**src/rtl/ps2_key_controller.sv**
```systemverilog
// Scan-code sequencer: resolves E0/F0/E1 prefixes into make/break events and a held-key bitmap.
// Latency: one cycle from the final byte's strobe to key_event (all outputs registered).
// No back-pressure: a byte may arrive every cycle; a stalled prefix is dropped by a watchdog.
module ps2_key_controller #(
  parameter int TIMEOUT_CYCLES = 2_500_000,
  parameter int CNT_W          = 22
) (
  input  logic       clk,
  input  logic       rst,
  input  logic       byte_valid,
  input  logic [7:0] byte_data,
  output logic       key_event,
  output logic [7:0] key_code,
  output logic       key_ext,
  output logic       key_make,
  output logic [5:0] keys_held,
  output logic       seq_err
);

  typedef enum logic [2:0] {IDLE, EXT, BRK, EXT_BRK, PAUSE} state_t;

  localparam logic [CNT_W-1:0] WD_LAST = CNT_W'(TIMEOUT_CYCLES - 1);

  state_t           state, state_n;
  logic [2:0]       skip, skip_n;
  logic [CNT_W-1:0] wd_cnt;
  logic             wd_expire;
  logic             ev_n, ext_n, make_n, err_n, clr_n;
  logic [7:0]       code_n;
  logic [5:0]       held_n;

  // Watchdog only matters while a multi-byte sequence is open.
  assign wd_expire = (state != IDLE) && (wd_cnt == WD_LAST);

  // Next-state and event decode; a real byte always takes priority over expiry.
  always_comb begin
    state_n = state;
    skip_n  = skip;
    ev_n    = 1'b0;
    code_n  = byte_data;
    ext_n   = 1'b0;
    make_n  = 1'b1;
    err_n   = 1'b0;
    clr_n   = 1'b0;
    if (byte_valid) begin
      case (state)
        IDLE: begin
          case (byte_data)
            8'hE0: state_n = EXT;
            8'hF0: state_n = BRK;
            8'hE1: begin
              state_n = PAUSE;
              skip_n  = 3'd7;
            end
            8'hFA, 8'hAA, 8'hEE, 8'hFE: ;
            8'h00, 8'hFF: begin
              err_n = 1'b1;
              clr_n = 1'b1;
            end
            default: ev_n = 1'b1;
          endcase
        end
        EXT: begin
          case (byte_data)
            8'hF0: state_n = EXT_BRK;
            8'hE0: state_n = EXT;
            default: begin
              ev_n    = 1'b1;
              ext_n   = 1'b1;
              state_n = IDLE;
            end
          endcase
        end
        BRK, EXT_BRK: begin
          state_n = IDLE;
          if (byte_data == 8'hE0 || byte_data == 8'hF0) begin
            err_n = 1'b1;
          end else begin
            ev_n   = 1'b1;
            make_n = 1'b0;
            ext_n  = (state == EXT_BRK);
          end
        end
        PAUSE: begin
          skip_n = skip - 3'd1;
          if (skip == 3'd1) begin
            ev_n    = 1'b1;
            code_n  = 8'h77;
            ext_n   = 1'b1;
            state_n = IDLE;
          end
        end
        default: state_n = IDLE;
      endcase
    end else if (wd_expire) begin
      err_n   = 1'b1;
      state_n = IDLE;
    end
  end

  // Bitmap update: only the six mapped (ext, code) pairs touch their bit.
  always_comb begin
    held_n = keys_held;
    if (clr_n) begin
      held_n = 6'd0;
    end else if (ev_n) begin
      case ({ext_n, code_n})
        9'h01D:  held_n[0] = make_n;
        9'h01B:  held_n[1] = make_n;
        9'h175:  held_n[2] = make_n;
        9'h172:  held_n[3] = make_n;
        9'h029:  held_n[4] = make_n;
        9'h076:  held_n[5] = make_n;
        default: ;
      endcase
    end
  end

  // State, counters and registered outputs.
  always_ff @(posedge clk) begin
    if (rst) begin
      state     <= IDLE;
      skip      <= 3'd0;
      wd_cnt    <= '0;
      key_event <= 1'b0;
      key_code  <= 8'h00;
      key_ext   <= 1'b0;
      key_make  <= 1'b0;
      keys_held <= 6'd0;
      seq_err   <= 1'b0;
    end else begin
      state     <= state_n;
      skip      <= skip_n;
      wd_cnt    <= (byte_valid || state_n == IDLE) ? '0 : wd_cnt + 1'b1;
      key_event <= ev_n;
      seq_err   <= err_n;
      keys_held <= held_n;
      if (ev_n) begin
        key_code <= code_n;
        key_ext  <= ext_n;
        key_make <= make_n;
      end
    end
  end

endmodule

```
**config.mk**
```make
export PLATFORM = sky130hd
export DESIGN_NAME = ps2_key_controller
export DESIGN_NICKNAME = d
export VERILOG_FILES = /design/src/rtl/ps2_key_controller.sv
export SDC_FILE = /design/constraint.sdc
export NUM_CORES = 1
export LEC_CHECK = 0
export CAP_MARGIN = 10
export CORE_AREA = 5 5 68 70
export DETAILED_ROUTE_END_ITERATION = 10
export DIE_AREA = 0 0 73 75
export PLACE_DENSITY = 0.82
export SYNTH_ARGS = -nofsm -noshare
export SYNTH_HDL_FRONTEND = slang
export SYNTH_SLANG_ARGS = --single-unit
```
**constraint.sdc**
```tcl
create_clock -name clk -period 4 [get_ports clk]
set_clock_uncertainty 0.1 [all_clocks]
set_input_delay 0.6 -clock clk [delete_from_list [all_inputs] [get_ports clk]]
set_output_delay 0.6 -clock clk [all_outputs]
set_load 0.1 [all_outputs]
```
==> results of run 1 <==
-- Yosys cell counts (3+ instances only) --
cell type   n
nor2_1     51
dfxtp_1    46
nand2_1    19
nand3_1    14
xnor2_1    11
mux2i_1    10
xor2_1     10
a211oi_1    7
and3_1      7
clkbuf_1    6
inv_1       6
nor2b_1     6
nor4_1      6
nand4_1     5
nor3_1      5
a21oi_1     4
nand2b_1    4
nor3b_1     4
a22oi_1     3
a31oi_1     3
buf_6       3
ha_1        3
nand3b_1    3
-- report_power, final --
part | leakage [nW] | total, mW | switching (mW) | internal (mW)
logic | 0.488 | 0.125 | 0.0896 | 0.0358
clock network | 0.0575 | 0.324 | 0.149 | 0.174
registers | 0.373 | 0.469 | 0.00400 | 0.465
total | 0.919 | 0.919 | 0.243 | 0.676
-- state kept, by name (all words and copies together), names as in the netlist --
register / count
state: 3
key_event: 1
seq_err: 1
skip: 3
key_ext: 1
key_make: 1
wd_cnt: 22
keys_held: 6
key_code: 8
-- worst min-delay path by stage --
| stage | to | depth (start not counted) |
|---|---|---|
| 6_report | keys_held[5] | 2 |
| 5_1_grt | keys_held[2] | 2 |
| 4_1_cts | skip[2] | 1 |
| 3_5_place_dp | keys_held[2] | 2 |
| 3_3_place_gp | wd_cnt[0] | 1 |
| 2_1_floorplan | wd_cnt[0] | 1 |
-- logic make-up after synthesis --
family / Yosys count / share of synthesized area [%]
muxes: 10 / 4.50
DFF: 46 / 41.4
AOI/OAI and AO/OA: 25 / 8.55
xor gates and xnor gates: 21 / 8.27
and+or+nand+nor: 137 / 31.3
adders and majority gates: 3 / 1.69
buffers and inverters: 18 / 4.33
-- metal layers --
layer	global-route usage, %	vias to the layer above	share of wire (%)
met3	6.14	6	5.3
met5	0	-	0
met2	30.0	47	50
met1	22.3	856	44
met4	6.35	0	1.2
li1	-	947	-
-- worst max-delay path, cell delays in order --
cell and delay (ns):
clkdlybuf4s50_1 0.55, nor4_1 0.41, nand2b_1 0.23, a31oi_1 0.32, o31ai_4 0.19, buf_4 0.24
nand3_1 0.10, mux2i_1 0.19
-- area by class of cell --
class	count	share of cell area (%)
Multi-Input combinational cell	196	46.1
Sequential cell	46	35.2
Timing Repair Buffer	30	11.3
Clock buffer	8	4.20
Tap cell	50	2.39
Inverter	6	0.860
-- stage by stage --
step | utilization [%] | cell area [sq um] | worst slack (ns)
3_3_place_gp | 64.1 | 2510 | 1.07
6_report | 66.9 | 2620 | 1.29
2_1_floorplan | - | 2220 | 1.79
5_1_grt | 66.9 | 2620 | 1.14
3_5_place_dp | 64.1 | 2510 | 1.02
4_1_cts | 66.9 | 2620 | 1.33
-- cells in the final DEF (no fill, tap or decap), types with 2 or more instances in the layout --
cell type and n:
ha_1 3, a22oi_1 3, xor2_1 10, nand4_1 5, buf_4 2, dfxtp_1 46, nor4_1 6, a21oi_1 4
nand3_1 14, a31oi_1 3, mux2i_1 10, nand2_1 19, nor2b_1 6, nor4b_1 2, clkdlybuf4s50_1 28, a211oi_1 7
nor2_1 51, nor3b_1 4, and3_1 7, nor3_1 5, clkbuf_8 8, or2_2 2, xnor2_1 11, nand2b_1 4
nand3b_1 3, nand4b_1 2, inv_1 6, and2_1 2
==> impl_metrics.py, run 1 <==
metrics = {
    "timing": {
        "rsz0062_at_grt": "false",
        "whs_ns": 0.367,
        "worst-slew-pin-transition_ns": 0.978,
        "hold_viol": 0,
        "setup_viol": 0,
        "relSlewSlack_pct": 34.6,
        "final-max-slew-violation-count": 0,
        "finalCritPeriodShare_pct": 67.8,
        "fin_setup_tns_ns": 0,
        "fmax_mhz": 369,
        "min_period_ns": 2.71,
    },
    "detailed_routing": {
        "drtIter0Drc": 124,
        "wl_per_cell_um": 13.5,
        "vias": 1856,
        "wl_um": 4530,
        "first_pass_iters": 4,
        "postRouteAntennaNets": 0,
        "viasPerCell": 5.52,
        "drc": 0,
    },
    "cts": {
        "numCtsBuffers": 5,
        "clock_sinks": 46,
        "cts_tree": "built",
        "cts.path.max_buffers": 2,
        "holdBufCountCts": 0,
        "clock_latency_ns": 0.30,
        "post_cts_buffers": 0,
        "cts_resized": 0,
        "htreeDepth": 2,
        "clockRootBuffer": "clkbuf_8",
        "cts.clk_slew.worst_paths_ns": 0.08,
    },
    "global_route": {
        "grt_usage_pct": 18.2,
        "antenna_found_initial": 0,
        "grt_max_degree": 22,
        "overflow": 0,
        "grt_pass1_wl_um": 7820,
        "first_global_vias": 1783,
    },
    "final_layout": {
        "fin_nets": 299,
        "final_cells": 336,
        "drive_above_1_share_pct": 5.59,
        "fillCellCount": 332,
        "multi_input_area_sq_um": 1210,
        "seq_area_sq_um": 921,
        "area.growth.synth_to_final_pct": 17.7,
        "antennaDiodeCount": 0,
    },
    "die": {
        "coreArea_sq_um": 3910,
        "die_x_um": 73,
        "ios": 29,
        "dieArea_sq_um": 5480,
        "fp-row-count": 23,
        "start_util_pct": 56.8,
        "die_h_um": 75,
    },
    "synth": {
        "yosys.area.top_type": "dfxtp_1",
        "synth_area_leaders": "dfxtp_1 (41%), nor2_1 (8.6%), mux2i_1 (4.5%)",
        "synth_edf_count": 0,
        "syn_inst": 260,
        "ys_ff_latch": 46,
        "synth_area_sq_um": 2220,
        "seq_area_frac_synth_pct": 41.4,
        "synth_nets": 274,
        "async_flop_share_pct": 0,
        "synth.top_cell.area_share_pct": 41.4,
        "synth_cell_types": 43,
        "synth_flop_cell": "dfxtp_1",
        "yosysWarnings": 0,
        "avgSynthCellArea_sq_um": 8.56,
    },
    "critical_path": {
        "crit_path_start": "byte_data[1]",
        "reg2regPathDepth": 6,
        "crit_end": "keys_held[4]",
        "worstReg2RegStart": "state[2]",
        "worst-r2r-setup-slack_ns": 1.70,
        "crit_type": "in2reg",
        "crit_path_start_kind": "input port",
        "worstSetupEndpointType": "register",
        "cp.arrival_ns": 2.84,
        "r2r-end": "wd_cnt[17]",
        "crit_required_ns": 4.13,
        "worstPathMaxFanout": 15,
    },
    "hold_path": {
        "hold_class": "reg2reg",
        "hp-start": "keys_held[5]",
    },
    "place": {
        "gp_congestion": 0.832,
        "dp_cells": 328,
        "port_buffers": 28,
        "hpwl_um": 3230,
    },
    "run": {
        "cap_violations": 0,
    },
    "power": {
        "ir_worst_vdd_uv": 217,
        "p_leak_nw": 0.919,
        "power_mw": 0.919,
        "power.density_cell_area_nw_per_um2": 351,
    },
    "run_status": {
        "status": "complete, no violations",
    },
}
No activity file was read; power rests on OpenSTA's default activity.
==> run 2, diff against run 1 <==
--- a/config.mk
+++ b/config.mk
@@ -6,10 +6,10 @@
 export NUM_CORES = 1
 export LEC_CHECK = 0
 export CAP_MARGIN = 10
-export CORE_AREA = 5 5 68 70
+export CORE_AREA = 5 5 71 73
 export DETAILED_ROUTE_END_ITERATION = 10
-export DIE_AREA = 0 0 73 75
-export PLACE_DENSITY = 0.82
+export DIE_AREA = 0 0 76 78
+export PLACE_DENSITY = 0.76
 export SYNTH_ARGS = -nofsm -noshare
 export SYNTH_HDL_FRONTEND = slang
 export SYNTH_SLANG_ARGS = --single-unit
==> constraint.sdc (replaced) <==
create_clock -name clk -period 2.6 [get_ports clk]
set_clock_uncertainty 0.1 [all_clocks]
set_input_delay 0.39 -clock clk [delete_from_list [all_inputs] [get_ports clk]]
set_output_delay 0.39 -clock clk [all_outputs]
set_load 0.1 [all_outputs]
==> run 2 against run 1 <==
Compared with the run above:
- combinational power grew 64%
- clock power grew 60%
- via count grew 4.9%
- power grew 58%
- cell count grew 5.1%
- sequential share of layout area shrank 1.1 points
- first-iteration DRC count shrank 1.6%
- largest power group unchanged
==> impl_metrics.py, run 2 (synthesis gave the netlist of run 1 again) <==
metrics = {
    "timing": {
        "fin_setup_tns_ns": 0,
        "fmax_mhz": 438,
        "hold_viol": 0,
        "final-max-slew-violation-count": 0,
        "relSlewSlack_pct": 59.8,
        "min_period_ns": 2.28,
        "rsz0062_at_grt": "false",
        "setup_viol": 0,
        "worst-slew-pin-transition_ns": 0.597,
        "finalCritPeriodShare_pct": 87.8,
    },
    "detailed_routing": {
        "wl_per_cell_um": 13.6,
        "drc": 0,
        "vias": 1947,
        "first_pass_iters": 4,
        "viasPerCell": 5.52,
        "wl_um": 4810,
        "drtIter0Drc": 122,
        "postRouteAntennaNets": 0,
    },
    "final_layout": {
        "largest_register": "wd_cnt",
        "seq_area_sq_um": 921,
        "drive_above_1_share_pct": 15.9,
        "fillCellCount": 368,
        "mostFrequentLayoutCell": "nor2_1",
        "largest_reg_flops": 22,
        "area.growth.synth_to_final_pct": 21.4,
        "fin_nets": 314,
        "layout_common_cells": "nor2_1 (51), dfxtp_1 (46), buf_4 (34)",
        "final_cells": 353,
        "multi_input_area_sq_um": 1210,
        "antennaDiodeCount": 0,
        "top_regs": "wd_cnt (22), key_code (8), keys_held (6)",
    },
    "die": {
        "ios": 29,
        "fp-row-count": 24,
        "coreArea_sq_um": 4290,
        "die_h_um": 78,
        "start_util_pct": 51.8,
        "dieArea_sq_um": 5930,
        "die_x_um": 76,
    },
    "cts": {
        "cts.path.max_buffers": 2,
        "post_cts_buffers": 0,
        "cts.clk_slew.worst_paths_ns": 0.08,
        "holdBufCountCts": 0,
        "clockRootBuffer": "clkbuf_8",
        "cts_resized": 0,
        "clock_sinks": 46,
        "numCtsBuffers": 5,
        "cts_tree": "built",
        "clock_latency_ns": 0.30,
        "htreeDepth": 2,
    },
    "power": {
        "power.density_cell_area_nw_per_um2": 536,
        "combPwrFrac_pct": 14.2,
        "pwr-share-clk_pct": 35.9,
        "ir_worst_vdd_uv": 288,
        "seq_power_share_pct": 49.9,
        "switching_power_mw": 0.382,
        "p_leak_nw": 1.02,
        "swShare_pct": 26.4,
        "intPower_mw": 1.07,
    },
    "place": {
        "gp_congestion": 0.869,
        "port_buffers": 28,
        "dp_cells": 345,
        "hpwl_um": 3490,
    },
    "critical_path": {
        "slowest_stage": "clkdlybuf4s50_1",
        "worstSetupEndpointType": "register",
        "path_buf_inv": 1,
        "cp_top_family": "simple AND/OR/NAND/NOR gates",
        "cp.arrival_ns": 2.37,
        "cp.depth": 7,
        "worstPathMaxFanout": 5,
        "crit_required_ns": 2.68,
        "crit_type": "in2reg",
        "max_stage_delay_ns": 0.49,
        "reg2regPathDepth": 6,
        "path_cells": "clkdlybuf4s50_1 > nor2b_1 > a2111o_1 > or2_2 > nor3b_1 > nand3_1 > mux2i_1",
        "crit_path_start_kind": "input port",
    },
    "run": {
        "cap_violations": 0,
    },
    "global_route": {
        "grt_pass1_wl_um": 8490,
        "first_global_vias": 1908,
        "grt_max_degree": 24,
        "grt_usage_pct": 16.9,
        "antenna_found_initial": 0,
        "overflow": 0,
    },
    "hold_path": {
        "min_path_cells": 2,
        "hold_class": "reg2reg",
    },
    "run_status": {
        "status": "complete, no violations",
    },
}
==> run 2: cell count changes in the layout (fill, tap and decap cells not counted) <==
cell	change
buf_12	+1
buf_4	+32
bufinv_16	+1
clkbuf_1	+1
clkbuf_8	-3
clkdlybuf4s50_1	-18
clkinvlp_4	+1
==> run 2: power groups by stage <==
stage	combinational, mW	sequential, mW	clock [mW]
2_1_floorplan	0.0558	0.824	0
3_3_place_gp	0.203	0.739	0
3_5_place_dp	0.204	0.739	0
4_1_cts	0.206	0.723	0.536
5_1_grt	0.216	0.724	0.572
6_report	0.205	0.723	0.520
==> run 2: area by class of cell <==
cell class / count / area share, %
clock buffers: 6 / 2.69
clock inverters: 2 / 1.39
inverters: 6 / 0.834
multi-input cells: 196 / 44.7
flip-flops and latches: 46 / 34.1
well taps: 52 / 2.41
repair buffers: 45 / 13.9
==> run 2: per-layer routing <==
layer  GRT usage, %  share of wire [%]  up-vias
met1           20.4                 45      908
met4           6.58               0.87        0
met2           27.7                 48       53
li1               -                  -      982
met5              0                  0        -
met3           5.67                6.2        4
==> run 2: worst min-delay path: stages (launching register included) <==
cell	delay, ns
dfxtp_1	0.32
nand2_1	0.05
mux2i_1	0.06
==> run 2: final timing paths <==
check	start	end	slack [ns]
max	byte_valid	keys_held[4]	0.32
min	keys_held[0]	keys_held[0]	0.37
max reg2reg	state[2]	keys_held[4]	0.42
min reg2reg	keys_held[0]	keys_held[0]	0.37
==> run 2: through the flow <==
step           util [%]  instance area [sq um]  hold slack, ns  worst slack, ns  total power [mW]
4_1_cts            62.9                   2700           0.371            0.350              1.47
5_1_grt            62.9                   2700           0.400            0.250              1.51
2_1_floorplan         -                   2220           0.330            0.603             0.880
3_5_place_dp       60.3                   2590           0.355           0.0578             0.943
3_3_place_gp       60.3                   2590           0.346           0.0401             0.943
6_report           62.9                   2700           0.370            0.316              1.45
